### src/rtl/a2d_pkg.sv
// a2d_sched shared types: scheduler states, channel ids
// and the channel to strobe one-hot mapping.
package a2d_pkg;

  typedef enum logic [2:0] {
    IDLE,
    WAIT,
    ISSUE,
    CONV,
    DONE,
    ERR
  } state_e;

  typedef enum logic [1:0] {
    CH_LFT,
    CH_RGHT,
    CH_STEER,
    CH_BATT
  } ch_e;

  function automatic logic [3:0] ch_onehot(input ch_e c);
    return 4'b0001 << c;
  endfunction

endpackage

### src/rtl/a2d_tmr.sv
// Saturating up-counter; expire is high while the count
// sits at LIMIT, clr returns it to zero.
module a2d_tmr #(
  parameter int LIMIT = 8
) (
  input  logic clk,
  input  logic rst_n,
  input  logic clr,
  output logic expire
);

  localparam int W = $clog2(LIMIT + 1);
  localparam logic [W-1:0] LIM = W'(LIMIT);

  logic [W-1:0] cnt;

  always_ff @(posedge clk or negedge rst_n) begin
    if (!rst_n) begin
      cnt <= '0;
    end else if (clr) begin
      cnt <= '0;
    end else if (cnt != LIM) begin
      cnt <= cnt + W'(1);
    end
  end

  assign expire = (cnt == LIM);

endmodule

### src/rtl/a2d_sched.sv
// A2D conversion scheduler: periodic nxt issue, SS_n based
// completion tracking, channel strobes, batt_low, watchdog.
module a2d_sched
  import a2d_pkg::*;
#(
  parameter int          PERIOD_CYC = 4096,
  parameter int          TMO_CYC    = 2048,
  parameter logic [11:0] BATT_LO    = 12'hA98,
  parameter logic [11:0] BATT_HYST  = 12'h040
) (
  input  logic        clk,
  input  logic        rst_n,
  input  logic        en,
  input  logic        force_swp,
  input  logic        SS_n,
  input  logic [11:0] batt,
  output logic        nxt,
  output logic [3:0]  chan_vld,
  output logic        sweep_done,
  output logic        busy,
  output logic        batt_low,
  output logic        a2d_err
);

  localparam logic [11:0] BATT_HI = BATT_LO + BATT_HYST;

  state_e state, nstate;
  ch_e    idx;
  logic   ss_q;
  logic   rise;
  logic   ecnt;
  logic   pend;
  logic   per_exp;
  logic   wd_exp;
  logic   per_clr;
  logic   wd_clr;

  assign rise    = SS_n & ~ss_q;
  assign per_clr = (state == IDLE) || (state == ISSUE)
                || (state == ERR);
  assign wd_clr  = (state != CONV);

  // The decision cycle and the ISSUE cycle both sit inside
  // each interval, so both counters stop two short.
  a2d_tmr #(.LIMIT(PERIOD_CYC - 2)) u_per (
    .clk    (clk),
    .rst_n  (rst_n),
    .clr    (per_clr),
    .expire (per_exp)
  );

  a2d_tmr #(.LIMIT(TMO_CYC - 2)) u_wd (
    .clk    (clk),
    .rst_n  (rst_n),
    .clr    (wd_clr),
    .expire (wd_exp)
  );

  always_ff @(posedge clk or negedge rst_n) begin
    if (!rst_n) begin
      state    <= IDLE;
      idx      <= CH_LFT;
      ss_q     <= 1'b1;
      ecnt     <= 1'b0;
      pend     <= 1'b0;
      batt_low <= 1'b0;
    end else begin
      state <= nstate;
      ss_q  <= SS_n;
      if (state == ISSUE) begin
        ecnt <= 1'b0;
      end else if (state == CONV && rise) begin
        ecnt <= 1'b1;
      end
      if (state == IDLE || state == ISSUE) begin
        pend <= 1'b0;
      end else if ((state == CONV || state == DONE)
                   && (per_exp || force_swp)) begin
        pend <= 1'b1;
      end
      if (state == DONE) begin
        idx <= ch_e'(idx + 2'd1);
        if (idx == CH_BATT) begin
          if (batt < BATT_LO) begin
            batt_low <= 1'b1;
          end else if (batt >= BATT_HI) begin
            batt_low <= 1'b0;
          end
        end
      end
    end
  end

  always_comb begin
    nstate     = state;
    nxt        = 1'b0;
    busy       = 1'b0;
    chan_vld   = 4'b0000;
    sweep_done = 1'b0;
    a2d_err    = 1'b0;
    unique case (state)
      IDLE: begin
        if (en) nstate = WAIT;
      end
      WAIT: begin
        if (!en) begin
          nstate = IDLE;
        end else if (per_exp || pend || force_swp) begin
          nstate = ISSUE;
        end
      end
      ISSUE: begin
        nxt    = 1'b1;
        nstate = CONV;
      end
      CONV: begin
        busy = 1'b1;
        if (rise && ecnt) begin
          nstate = DONE;
        end else if (wd_exp) begin
          nstate = ERR;
        end
      end
      DONE: begin
        chan_vld   = ch_onehot(idx);
        sweep_done = (idx == CH_BATT);
        nstate     = en ? WAIT : IDLE;
      end
      ERR: begin
        a2d_err = 1'b1;
      end
      default: nstate = IDLE;
    endcase
  end

endmodule

### config.mk
export PLATFORM = sky130hd
export DESIGN_NAME = a2d_sched
export DESIGN_NICKNAME = d
export VERILOG_FILES = /design/src/rtl/a2d_pkg.sv /design/src/rtl/a2d_tmr.sv /design/src/rtl/a2d_sched.sv
export SDC_FILE = /design/constraint.sdc
export NUM_CORES = 1
export LEC_CHECK = 0
export ABC_AREA = 1
export BUFFER_PORTS_ARGS = -buffer_cell sky130_fd_sc_hd__buf_4
export CORE_MARGIN = 8
export CORE_UTILIZATION = 35
export CTS_CLUSTER_SIZE = 30
export DETAILED_ROUTE_END_ITERATION = 7
export GPL_ROUTABILITY_DRIVEN = 0
export SLEW_MARGIN = 20
export SYNTH_ARGS = -nofsm -noshare
export SYNTH_HDL_FRONTEND = slang
export SYNTH_SLANG_ARGS = --single-unit
export TNS_END_PERCENT = 5
### constraint.sdc
create_clock -name clk -period 2.2 [get_ports clk]
set_input_delay 0.11 -clock clk [delete_from_list [all_inputs] [get_ports clk]]
set_output_delay 0.11 -clock clk [all_outputs]
set_load 0.02 [all_outputs]
==> qor_table.md <==
| Quantity | This run | Unit |
|---|---|---|
| Cell Chain, Critical Path | inv_1, nand3_1, nor2_1, buf_4 | - |
| Mapped Nets | 284 | - |
| Final setup violation count | 0 | - |
| Number of detailed-routing iterations run before antenna repair | 4 | - |
| CTS Root Buffer Type | clkbuf_8 | - |
| Switching Fraction | 37.9 | % |
| Sum Neg Setup Slack | 0 | ns |
| Post-DP HPWL | 2910 | µm |
| Fraction of the yosys area taken by sequential cells | 41.2 | % |
| Crit path capture type | output port | - |
| Critical path class | flip-flop to output port | - |
| Antenna violations before repair | 0 | - |
| Post-Route Utilization | 42.1 | % |
| Count of state elements after synthesis | 32 | - |
| Launching element type of the critical path | flip-flop | - |
| Number of gates resized after cts | 0 | - |
| ANT cells | 0 | - |
| Peak supply drop | 0.274 | mV |
| Biggest cell delay along the critical path | 0.42 | ns |
| Number of global-route vias before repair | 1634 | - |
| Global route total overflow | 0 | - |
| Count of vias placed by the detailed router | 1689 | - |
| Placed Area | 0.00218 | mm² |
| Post-synth EDFFs | 0 | - |
| Clock insertion delay at the later pin of the skew report | 0.29 | ns |
| Setup skew after layout | 0.00778 | ns |
| Post-Synthesis Cells | 259 | - |
| DRT Wirelength | 3850 | µm |
| Count of standard-cell rows | 27 | - |
| Largest net degree at the start of global routing | 33 | - |
| Count of input and output buffers | 22 | - |
| Status | finished clean | - |
| Library cells used by synthesis | 30 | - |
| Htree depth | 2 | - |
| Clock slew at the register clock pins of the worst setup and hold paths | 0.06 | ns |
| Period utilisation layout | 75.1 | % |
| Data arrival time of the critical path | 1.54 | ns |
| First DRT Iteration DRCs | 102 | - |
| Total Routing Usage GR | 10.5 | % |
| WL/cell | 10.7 | µm |
| Time the final worst path needs with I/O delays and setup | 1.65 | ns |
| Detail-routed via count per cell | 4.69 | - |
| Layout area overhead | 17.7 | % |
| I/O pin cnt | 26 | - |
| Fraction of registers with async set or reset after synthesis | 100 | % |
| Average instance area after synthesis | 7.51 | µm² |
| Net switching component of the power | 0.721 | mW |
| Required time of the critical path | 2.09 | ns |
| Internal power | 1.18 | mW |
| Floorplan die width | 90.6 | µm |
| Hold Crit Class | input port to flip-flop | - |
| Final instance area | 0.00229 | mm² |
| Leak | 1.11 | nW |
| Unrepaired setup endpoints after global routing | no | - |
| Net count, final | 312 | - |
| Biggest fanout along the worst timing path | 7 | - |
| Fraction of power consumed by combinational cells | 34.4 | % |
| Count of max-cap constraint violations | 0 | - |
| Clock buffer depth | 2 | - |
| Power per Cell Area | 832 | mW/mm² |
| Count of warnings emitted by yosys | 0 | - |
| Area of the core region | 0.00544 | mm² |
| Count of unresolved DRC violations after routing | 0 | - |
| First-pass GRT wire length | 7210 | µm |
| Cell area after synthesis | 0.00195 | mm² |
| Layout cells sized above 1 | 15.3 | % |
| Die Outline Area | 0.00820 | mm² |
| Post-route antenna net violation count | 0 | - |
| Achievable Freq | 0.606 | GHz |
| CTS tree | built | - |
| Actual slew at the worst max-slew pin | 0.402 | ns |
| Max-slew headroom | 73.2 | % |
| Setup repair bufs after CTS | 0 | - |
| Clock share of power | 24.4 | % |
| Hold violation count in the final report | 0 | - |
| Die Height | 90.6 | µm |
| Sequential share of power | 41.2 | % |
| Total CTS buffers | 5 | - |
| Starting density of the core | 35.8 | % |
| Clock sink count | 32 | - |
| Primary FF master, synth | dfrtp_1 | - |
| Max Transition Viols Final | 0 | - |
| CP max-delay cell | dfrtp_1 | - |
| Hold-fix buffer count after cts | 2 | - |
-- layout make-up --
cell class	instances	area, µm²
fill	566	3150
multi-input combinational	186	976
sequential	32	802
timing repair buffer	25	193
inverter	37	139
clock buffer	8	90.1
tap	72	90.1
-- power by group through the flow --
| stage | Combinational, mW | Clock, mW | Sequential (mW) |
|---|---|---|---|
| 4_1_cts | 0.668 | 0.488 | 0.785 |
| 5_1_grt | 0.762 | 0.508 | 0.804 |
| 2_1_floorplan | 0.485 | 0 | 0.782 |
| 3_3_place_gp | 0.652 | 0 | 0.791 |
| 6_report | 0.655 | 0.465 | 0.784 |
| 3_5_place_dp | 0.663 | 0 | 0.795 |
-- cell families (layout without fill, tap and decap cells) --
kind of cell    after synthesis  count (layout)  share of synthesized area [%]
simple gates                143             143                           33.8
buf+inv                      41              70                           8.62
compound gates               32              32                           9.90
fa+ha+maj                     8               8                           5.14
flops                        32              32                           41.2
xor+xnor                      3               3                           1.35
-- cells in the mapped netlist (all sizes together) (3+ instances only) --
| master | count | area share [%] |
|---|---|---|
| o21ai | 14 | 3.8 |
| ha | 8 | 5.1 |
| a31oi | 5 | 1.6 |
| nand4 | 7 | 2.3 |
| nor3 | 5 | 1.3 |
| buf | 4 | 1.5 |
| a21oi | 7 | 2.0 |
| xor2 | 3 | 1.4 |
| nor2 | 36 | 8.4 |
| dfrtp | 31 | 40 |
| nand3 | 29 | 8.1 |
| nand2 | 62 | 12 |
| inv | 37 | 7.1 |
-- sequential cells by signal, indices dropped and copies added (netlist names) --
register	flops
batt_low	1
pend	1
ss_q	1
idx	2
ecnt	1
state	3
u_wd.cnt	11
u_per.cnt	12
-- critical path, delay by kind of cell, from the launching register on --
family	cells	cell delay (ns)
buffers and inverters	2	0.29
flip-flops	1	0.42
AND/OR/NAND/NOR	2	0.54
-- worst paths after layout --
kind / from / endpoint / slack [ns] / depth (start not counted)
max in group asynchronous: rst_n / ss_q$_DFF_PN1_ / 1.57 / 2
min reg2reg: pend$_DFFE_PN0P_ / pend$_DFFE_PN0P_ / 0.48 / 2
min: force_swp / pend$_DFFE_PN0P_ / 0.15 / 5
min in group asynchronous: rst_n / u_per.cnt[11]$_DFFE_PN0P_ / 0.29 / 2
max reg2reg: u_per.cnt[0]$_DFFE_PN0P_ / u_per.cnt[0]$_DFFE_PN0P_ / 0.58 / 7
max: state[0]$_DFFE_PN0P_ / sweep_done / 0.55 / 4
-- placed cells by master, fill, tap and decap left out, drive strengths merged, types with 2 or more instances in the layout --
master / count
a21o: 2
a21oi: 7
nor3: 5
nand4: 7
xor2: 3
o22ai: 2
inv: 37
nand2: 62
o211ai: 2
nand3: 29
dlygate4sd3: 2
dfrtp: 31
o21ai: 14
nand3b: 2
or2: 2
ha: 8
clkbuf: 8
a31oi: 5
buf: 23
nor2: 36
-- metal layers --
| metal | track usage [%] | share of wire (%) | wire length (µm) |
|---|---|---|---|
| met5 | 0 | 0 | 0 |
| met4 | 4.99 | 2.0 | 76 |
| met3 | 3.49 | 4.5 | 175 |
| met2 | 17.1 | 46 | 1770 |
| met1 | 12.1 | 47 | 1830 |
-- metrics by stage --
step | power (mW) | hold WS [ns] | instances | worst slack (ns)
after floorplan | 1.27 | -0.186 | 259 | 0.734
after global placement | 1.44 | 0.0775 | 350 | 0.574
after detailed placement | 1.46 | 0.0747 | 350 | 0.565
after CTS | 1.94 | 0.146 | 360 | 0.529
after global routing | 2.07 | 0.179 | 360 | 0.390
final | 1.90 | 0.147 | 360 | 0.549
Power figures use the tool's default switching activity.
